--- src/rtl/hack_fetch_unit.sv ---
// Hack CPU fetch stage: owns the PC, drives the ROM address and returns PC-tagged words.
// Latency: address issued in cycle N yields instr_valid in cycle N+2 (ROM reg + output reg).
// Backpressure: stall holds the output; a one-entry skid catches the single in-flight ROM word.
module hack_fetch_unit #(
    parameter int ADDR_W  = 15,
    parameter int INSTR_W = 16
) (
    input  logic               clk,
    input  logic               reset_n,
    input  logic               run,
    output logic [ADDR_W-1:0]  rom_addr,
    input  logic [INSTR_W-1:0] rom_data,
    input  logic               stall,
    input  logic               jump_valid,
    input  logic [ADDR_W-1:0]  jump_target,
    output logic [INSTR_W-1:0] instr,
    output logic [ADDR_W-1:0]  instr_pc,
    output logic               instr_valid
);

    logic [ADDR_W-1:0]  fetch_pc_q, fetch_pc_d;
    logic               inflight_v_q, inflight_v_d;
    logic [ADDR_W-1:0]  inflight_pc_q, inflight_pc_d;
    logic               out_v_q, out_v_d;
    logic [INSTR_W-1:0] instr_q, instr_d;
    logic [ADDR_W-1:0]  instr_pc_q, instr_pc_d;
    logic               skid_v_q, skid_v_d;
    logic [INSTR_W-1:0] skid_instr_q, skid_instr_d;
    logic [ADDR_W-1:0]  skid_pc_q, skid_pc_d;

    logic issue;
    logic accept;

    // Blocking issue while the skid is full is what keeps the skid at one entry.
    assign issue  = run && !stall && !skid_v_q && !jump_valid;
    assign accept = !out_v_q || !stall;

    always_comb begin
        fetch_pc_d    = fetch_pc_q;
        inflight_v_d  = 1'b0;
        inflight_pc_d = inflight_pc_q;
        out_v_d       = out_v_q;
        instr_d       = instr_q;
        instr_pc_d    = instr_pc_q;
        skid_v_d      = skid_v_q;
        skid_instr_d  = skid_instr_q;
        skid_pc_d     = skid_pc_q;

        if (jump_valid) begin
            fetch_pc_d = jump_target;
            skid_v_d   = 1'b0;
            out_v_d    = 1'b0;
        end else begin
            if (issue) begin
                inflight_v_d  = 1'b1;
                inflight_pc_d = fetch_pc_q;
                fetch_pc_d    = fetch_pc_q + 1'b1;
            end

            if (accept) begin
                if (skid_v_q) begin
                    out_v_d    = 1'b1;
                    instr_d    = skid_instr_q;
                    instr_pc_d = skid_pc_q;
                    skid_v_d   = 1'b0;
                end else if (inflight_v_q) begin
                    out_v_d    = 1'b1;
                    instr_d    = rom_data;
                    instr_pc_d = inflight_pc_q;
                end else begin
                    out_v_d    = 1'b0;
                end
            end else if (inflight_v_q) begin
                skid_v_d     = 1'b1;
                skid_instr_d = rom_data;
                skid_pc_d    = inflight_pc_q;
            end
        end
    end

    always_ff @(posedge clk or negedge reset_n) begin
        if (!reset_n) begin
            fetch_pc_q    <= '0;
            inflight_v_q  <= 1'b0;
            inflight_pc_q <= '0;
            out_v_q       <= 1'b0;
            instr_q       <= '0;
            instr_pc_q    <= '0;
            skid_v_q      <= 1'b0;
            skid_instr_q  <= '0;
            skid_pc_q     <= '0;
        end else begin
            fetch_pc_q    <= fetch_pc_d;
            inflight_v_q  <= inflight_v_d;
            inflight_pc_q <= inflight_pc_d;
            out_v_q       <= out_v_d;
            instr_q       <= instr_d;
            instr_pc_q    <= instr_pc_d;
            skid_v_q      <= skid_v_d;
            skid_instr_q  <= skid_instr_d;
            skid_pc_q     <= skid_pc_d;
        end
    end

    assign rom_addr    = fetch_pc_q;
    assign instr       = instr_q;
    assign instr_pc    = instr_pc_q;
    assign instr_valid = out_v_q;

endmodule

--- config.mk ---
export PLATFORM = sky130hd
export DESIGN_NAME = hack_fetch_unit
export DESIGN_NICKNAME = d
export VERILOG_FILES = /design/src/rtl/hack_fetch_unit.sv
export SDC_FILE = /design/constraint.sdc
export NUM_CORES = 1
export LEC_CHECK = 0
export CAP_MARGIN = 20
export CORE_ASPECT_RATIO = 1.25
export CORE_UTILIZATION = 46
export DETAILED_ROUTE_END_ITERATION = 10
export PLACE_DENSITY = 0.84
export SLEW_MARGIN = 20
export SYNTH_ARGS = -nofsm -noshare
export SYNTH_HDL_FRONTEND = slang
export SYNTH_SLANG_ARGS = --single-unit
--- constraint.sdc ---
create_clock -name clk -period 1.9 [get_ports clk]
set_clock_uncertainty 0.2 [all_clocks]
set_input_delay 0.285 -clock clk [delete_from_list [all_inputs] [get_ports clk]]
set_output_delay 0.285 -clock clk [all_outputs]
set_load 0.1 [all_outputs]
# Yosys cells after proc, flatten, opt, wreduce, memory -nomap -nowiden
# Cells that the tools add are included.
dict set report word_totals {
  regBits 95
  inputBits 36
  out_inout_bits 47
  word_cells 42
}
dict set report op_classes {
  addsub 1
  mux 15
  n_bitwise 2
  reduce_logical 15
}
# operator count
set op_table {}
lappend op_table {{$mux 15} 4}
lappend op_table {{$mux 16} 2}
lappend op_table {{$add 15x1->15 const B} 1}
lappend op_table {{$mux 1} 9}
lappend op_table {{$reduce_and 3->1} 2}
lappend op_table {{$reduce_bool 2->1} 3}
lappend op_table {{$logic_not 1->1} 4}
lappend op_table {{$logic_and 1x1->1} 3}
lappend op_table {{$reduce_bool 3->1} 1}
lappend op_table {{$not 1->1} 2}
lappend op_table {{$reduce_and 2->1} 1}
lappend op_table {{$logic_or 1x1->1} 1}

# Logic depth before layout (Yosys ltp)
# Gate-level depths: netlist (run 1).
dict set report depth {
  depth_word 6
  depth_mapped 6
  mapped_depth_nobuf 5
}

# Least setup slack after synthesis (run 1)
# No wires, ideal clock.
dict set report synth_path {
  path_kind {reg-to-reg}
  startpoint {register fetch_pc_q[0], in the netlist rom_addr[0]}
  endpoint {register fetch_pc_q[14], in the netlist rom_addr[14]}
  setup_ns 0.125
  arrival_ns 2.166
  t_required_ns 1.575
  path_slack_ns -0.591
  stages_incl_launch_ff 7
  path_buffers 1
  period_less_slack_ns 2.491
  cell_sequence {dfrtp_1 -> ha_1 -> nand4bb_1 -> clkbuf_1 -> nor4_1 -> xor2_1 -> mux2_2}
}
dict set report synth_between {
  elab_chain_cells 3
}
# element line
set synth_lines {}
lappend synth_lines {{start, declared} 21} ;# logic [ADDR_W-1:0] fetch_pc_q, fetch_pc_d;
lappend synth_lines {{start signal, assigned} 93} ;# fetch_pc_q <= fetch_pc_d;
lappend synth_lines {{$add 15x1->15} 57} ;# fetch_pc_d = fetch_pc_q + 1'b1;
lappend synth_lines {{$mux 15} 54} ;# if (issue) begin
lappend synth_lines {{$mux 15} 49} ;# if (jump_valid) begin
# Every way passes these cells. The select of a mux whose other input is x is not followed.
# A chain may end at the register's enable or synchronous reset.

# Worst setup path after layout (run 1)
dict set report layout_path {
  startpoint {register skid_v_q}
  endpoint {register inflight_pc_q[2]}
}
dict set report layout_between {
  elab_chain_cells 4
}
# element line
set layout_lines {}
lappend layout_lines {{start, declared} 27} ;# logic skid_v_q, skid_v_d;
lappend layout_lines {{start signal, assigned} 99} ;# skid_v_q <= skid_v_d;
lappend layout_lines {{$logic_not 1->1} 35} ;# assign issue = run && !stall && !skid_v_q && !jump_valid;
lappend layout_lines {{$logic_and 1x1->1 (2 in series)} 35}
lappend layout_lines {{$reduce_and 2->1 (no source line)} n/a}
lappend layout_lines {{end signal, assigned} 95} ;# inflight_pc_q <= inflight_pc_d;
lappend layout_lines {{end, declared} 23} ;# logic [ADDR_W-1:0] inflight_pc_q, inflight_pc_d;
# Every way passes these cells.

==> results.yml, run 1 <==
run_status:
  outcome: "complete, no violations"
final_layout:
  final_cells: 552
  drive_above_1_share_pct: 34.7
  diodes: 0
  syn_to_final_growth_pct: 43.5
  layout.nets: 465
routing:
  vias: 2938
  drtIter0Drc: 212
  drt-total-wl_um: 8940
  first_pass_iters: 5
  wire_per_inst_um: 16.2
  post-route-drc-count: 0
  antenna_left: 0
  avgViaCountPerCell: 5.32
placed_design:
  gp_congestion: 0.918
  hpwl_um: 6280
  io_buffers: 82
  dp_cells: 536
global_route:
  grt_pass1_vias: 3065
  grt_max_degree: 63
  grt_use_total_pct: 20.7
  grt_pass1_wl_um: 14800
  grt_overflow: 0
  antenna_found_initial: 0
synthesis:
  synth_cell_types: 29
  synth-seq-cells: 95
  synth_warnings: 0
  netlist_area_sq_um: 4120
  avgSynthCellArea_sq_um: 12.2
  ys_seq_area_share_pct: 57.8
  synth_cells: 338
  synth_fp_nets: 375
clock_tree:
  clk_pin_slew_worst_paths_ps: 90
  clkLatencyLatePin_ps: 350
  cts_setup_buffers: 0
  cts-root-buf: "clkbuf_8"
  cts_made_buffers: 9
  cts_tree: "built"
  h-tree-depth: 3
  cts.sinks: 95
  clockBufferDepth: 2
timing:
  rsz0062_at_grt: "no"
  min_period_over_period_pct: 97.8
  setup_viol: 0
  tightest_slew_ps: 538
  whs_ps: 216
  slew_violations: 0
  period_minus_slack_ps: 1860
  hold_viol_final: 0
  fmax_mhz: 538
  max_slew_margin_pct: 64.2
floorplanning:
  die_area_sq_um: 9330
  row_count: 38
  io-pin-count: 83
  start_util_pct: 47.3
  dieWidth_um: 86.6
  core_area_sq_um: 8700
  fp.dieH_um: 108
setup_path:
  startpoint_type: "flip-flop"
  worstPathMaxFanout: 16
  arrival_ps: 1900
  worstSetupPathType: "reg2reg"
  cp-end-kind: "flip-flop"
  cp.required_ps: 1940
power:
  cellPowerDensity_nw_per_um2: 1180
  p_leak_nw: 2.51
  peakVddDrop_mv: 0.440
worst_hold_path:
  hp-class: "in2async"
flow_run:
  cap_viol_max_count: 0
[stage by stage]
stage	area, sq um	total power, mW	setup TNS, ps	setup WS [ps]	utilization, %
after CTS	5890	7.04	0	54.0	67.7
after global placement	5680	5.60	-5570	-243	65.2
after floorplan	4170	4.40	-202	-111	-
after global routing	5910	7.25	0	3.29	67.9
after detailed placement	5680	5.67	-10190	-294	65.2
final	5910	6.97	0	41.2	67.9
[power breakdown]
| group | internal [mW] | switching, mW | total, mW | leakage [nW] |
|---|---|---|---|---|
| clock | 0.678 | 0.671 | 1.35 | 0.102 |
| combinational | 1.08 | 1.85 | 2.93 | 1.25 |
| sequential | 2.34 | 0.350 | 2.69 | 1.16 |
[final cells by class]
type | instances | area (sq um)
flip-flops and latches | 95 | 2410
well taps | 120 | 150
inverters | 2 | 7.51
repair buffers | 99 | 1470
clock inverters | 4 | 55.1
clock buffers | 11 | 151
fillers | 625 | 2790
multi-input cells | 221 | 1670
[state kept, by name, summed over array words and instances (netlist names)]
register and flops:
instr 16, skid_v_q 1, instr_pc 15, skid_instr_q 16, inflight_v_q 1, rom_addr 15, instr_valid 1, skid_pc_q 15
inflight_pc_q 15
[synth_stat cells]
master     count  area share [%]
mux2i_1       32             7.8
a311o_1        1            0.24
xor2_1         4            0.85
clkbuf_1      11             1.0
dfrtp_1       95              58
nor4_4         1            0.52
buf_6          2            0.55
nand3_1        3            0.36
clkbuf_2       2            0.24
nor3b_1        1            0.18
a211oi_2       1            0.30
nor2_4         1            0.27
mux2_2        48              13
and2_1         1            0.15
nand4bb_1      2            0.55
a21oi_1       33             4.0
o21ai_0       10             1.2
or3b_4         1            0.27
nor4_1         4            0.61
nand4_1        6            0.91
inv_1          2            0.18
ha_1           1            0.30
o21ai_1        2            0.24
nand2_1       18             1.6
nor2_1        36             3.3
nor3_1         5            0.61
buf_2          5            0.61
nand4_2        1            0.30
xnor2_1        9             1.9
[cells by family after synthesis]
logic type	after synthesis	share of synthesized area (%)
compound gates	47	6.02
xor+xnor	13	2.77
flops	95	57.8
buf+inv	22	2.58
fa+ha+maj	1	0.304
mux	80	20.9
simple gates	80	9.67
[routing by layer]
layer	routed length [um]	GRT usage, %	part of all wire, %	up-vias
li1	-	-	-	1368
met1	3740	26.0	42	1451
met2	4590	34.6	51	91
met3	320	2.76	3.6	28
met4	289	11.0	3.2	0
met5	0	0	0	-
[layout by cell type (no fill, tap or decap), types with 2 or more instances in the layout]
cell type / netlist / final
inv_1: 2 / 2
clkinv_4: 0 / 2
xnor2_1: 9 / 9
dfrtp_1: 95 / 80
clkbuf_8: 0 / 11
a21oi_1: 33 / 33
nand2_1: 18 / 18
nor2_1: 36 / 36
nand3_1: 3 / 3
nor4_2: 0 / 2
mux2_2: 48 / 48
nand4_1: 6 / 6
nor4_4: 1 / 2
dfrtp_4: 0 / 4
xor2_1: 4 / 4
clkdlybuf4s50_1: 0 / 34
dfrtp_2: 0 / 11
buf_4: 0 / 13
o21ai_1: 2 / 2
mux2i_1: 32 / 32
nand4bb_1: 2 / 2
buf_12: 0 / 51
o21ai_0: 10 / 10
nor3_1: 5 / 5
[path summary, 6_finish.rpt]
| path | cells after the start | startpoint | end | slack (ps) |
|---|---|---|---|---|
| setup / recovery | 4 | skid_v_q | inflight_pc_q[2] | 40 |
| hold / removal | 2 | reset_n | instr[10] | 220 |
| setup reg to reg | 4 | skid_v_q | inflight_pc_q[2] | 40 |
| hold reg to reg | 1 | skid_pc_q[5] | skid_pc_q[5] | 310 |
| max in group asynchronous | 3 | reset_n | rom_addr[4] | 660 |
| min in group clk | 3 | jump_target[7] | rom_addr[7] | 280 |
[worst max-delay path, cell delays in order (launching register included)]
cell	delay, ps
dfrtp_2	450
or3b_4	460
nor2_4	120
buf_12	160
mux2_2	360
[repair_timing]
item,4_1_cts,5_1_grt
endpoints found under the setup margin,0,2
gates resized for setup,0,2
endpoints found under the hold margin,33,0
hold buffers,1,0
No activity file was read; power rests on OpenSTA's default activity.
==> run 2: changes to the inputs <==
--- a/config.mk
+++ b/config.mk
@@ -9,6 +9,7 @@
 export CORE_ASPECT_RATIO = 1.25
 export CORE_UTILIZATION = 46
 export DETAILED_ROUTE_END_ITERATION = 10
+export HOLD_SLACK_MARGIN = 0.15
 export PLACE_DENSITY = 0.84
 export SLEW_MARGIN = 20
 export SYNTH_ARGS = -nofsm -noshare
==> results of run 2 <==
Final layout, timing and power as in run 1 (identical DEF).
==> run 3: changes to the inputs <==
--- a/config.mk
+++ b/config.mk
@@ -11,6 +11,7 @@
 export DETAILED_ROUTE_END_ITERATION = 10
 export HOLD_SLACK_MARGIN = 0.15
 export PLACE_DENSITY = 0.84
+export SETUP_SLACK_MARGIN = 0.3
 export SLEW_MARGIN = 20
 export SYNTH_ARGS = -nofsm -noshare
 export SYNTH_HDL_FRONTEND = slang
==> results.yml, run 3 (synthesized netlist as in run 1, its figures left out) <==
run_status:
  outcome: "complete, no violations"
setup_path:
  worstPathMaxFanout: 8
  crit_chain: "or3b_4 > nor2_4 > buf_4 > buf_16 > mux2_4"
  startpoint_type: "flip-flop"
  r2r_slack_ps: 50
  reg2regPathDepth: 5
  cp.required_ps: 1960
  arrival_ps: 1910
  critPathSlowestCell: "dfrtp_2"
  cp-end-kind: "flip-flop"
  r2r-end: "inflight_pc_q[0]"
  slowest_delay_ps: 440
  worstSetupPathType: "reg2reg"
  rr_startpoint: "skid_v_q"
power:
  clkPwrFrac_pct: 18.5
  p_leak_nw: 3.03
  combPwrFrac_pct: 43.8
  peakVddDrop_mv: 0.626
  seqPwrFrac_pct: 37.7
  design_power_total_mw: 7.18
  intPower_mw: 4.22
  cellPowerDensity_nw_per_um2: 1060
  switching_power_mw: 2.96
  switching_share_pct: 41.2
floorplanning:
  dieWidth_um: 86.6
  start_util_pct: 47.3
  io-pin-count: 83
  fp.dieH_um: 108
  die_area_sq_um: 9330
  core_area_sq_um: 8700
  row_count: 38
worst_hold_path:
  hp-class: "in2async"
final_layout:
  mostFrequentLayoutCell: "dfrtp_1"
  fillers: 497
  diodes: 0
  layout.nets: 508
  syn_to_final_growth_pct: 64.8
  drive_above_1_share_pct: 43.7
  post-route-cell-area_sq_um: 6780
  layout_common_cells: "dfrtp_1 (79), buf_12 (52), mux2_4 (45)"
routing:
  drt-total-wl_um: 11700
  avgViaCountPerCell: 5.49
  antenna_left: 0
  vias: 3270
  post-route-drc-count: 0
  drtIter0Drc: 252
  wire_per_inst_um: 19.7
  first_pass_iters: 6
timing:
  slew_violations: 0
  tns_ps: 0
  max_slew_margin_pct: 76.6
  fmax_mhz: 540
  period_minus_slack_ps: 1850
  whs_ps: 161
  tightest_slew_ps: 351
  min_period_over_period_pct: 97.4
  rsz0062_at_grt: "yes"
  setup_viol: 0
  setup_slack_ps: 48.5
  hold_viol_final: 0
clock_tree:
  clockBufferDepth: 2
  cts.sinks: 95
  h-tree-depth: 3
  clkLatencyLatePin_ps: 380
  cts_tree: "built"
  clk_pin_slew_worst_paths_ps: 90
  cts_made_buffers: 9
  cts-root-buf: "clkbuf_8"
global_route:
  grt_max_degree: 46
  grt_pass1_vias: 3279
  antenna_found_initial: 0
  grt_pass1_wl_um: 16600
  grt_overflow: 0
  grt_use_total_pct: 23.8
flow_run:
  cap_viol_max_count: 0
placed_design:
  io_buffers: 82
  gp_congestion: 0.864
  hpwl_um: 6120
  place_area_sq_um: 5800
  post-place-ws_ps: -265
run 3: cell types whose count changed in the layout (fill, tap and decap cells not counted), sizes merged:
cell           before  now
clkinv              2    3
clkinvlp            1    0
clkbuf             11   17
dlygate4sd2         0    1
buf                64  102
clkdlybuf4s50      34   33
run 3: cell type report:
type,count,area (sq um),share of cell area (%)
flip-flops and latches,95,2410,35.6
repair buffers,142,2040,30.1
multi-input cells,221,1980,29.2
well taps,120,150,2.21
clock buffers,12,145,2.14
clock inverters,4,45.0,0.664
inverters,2,7.51,0.111
run 3: how the worst max path moves through the flow:
stage               cells after the start                end  slack, ps        start
floorplan                               5       rom_addr[14]        -60  rom_addr[4]
global placement                        5   inflight_pc_q[4]       -240          run
detailed placement                      5   inflight_pc_q[3]       -270          run
CTS                                     5   inflight_pc_q[6]         70     skid_v_q
global route                            5  inflight_pc_q[14]         10     skid_v_q
finish                                  5   inflight_pc_q[0]         50     skid_v_q
run 3: per-layer routing:
metal  share of wire [%]  GRT usage, %  vias to the layer above
li1                    -             -                     1462
met1                  41          30.2                     1657
met2                  52          39.2                      132
met3                 4.9          3.83                       19
met4                 1.9          12.1                        0
met5                   0             0                        -
run 3: critical path: cells and delay by family, from the launching register on:
family	cells	cell delay [ps]
flops	1	440
simple gates	2	520
buf+inv	2	280
mux	1	300
run 3: metrics by stage:
step           std cells  utilization, %
2_1_floorplan        338               -
3_3_place_gp         539            66.6
3_5_place_dp         539            66.6
4_1_cts              577            73.3
5_1_grt              596            78.0
6_report             596            78.0
run 3: power by group through the flow:
stage	logic, mW	clock network [mW]	registers [mW]
detailed placement	2.96	0	2.74
global route	3.24	1.43	2.75
finish	3.14	1.33	2.71
floorplan	0.450	0	4.01
global placement	2.91	0	2.72
CTS	3.04	1.33	2.70
run 3: what timing repair did:
action | CTS | global route
pin swaps | 12 | 14
gates cloned | 5 | 5
setup buffers | 16 | 14
endpoints found under the setup margin | 46 | 91
hold buffers | 1 | 0
endpoints found under the hold margin | 95 | 0
resized for setup | 29 | 51
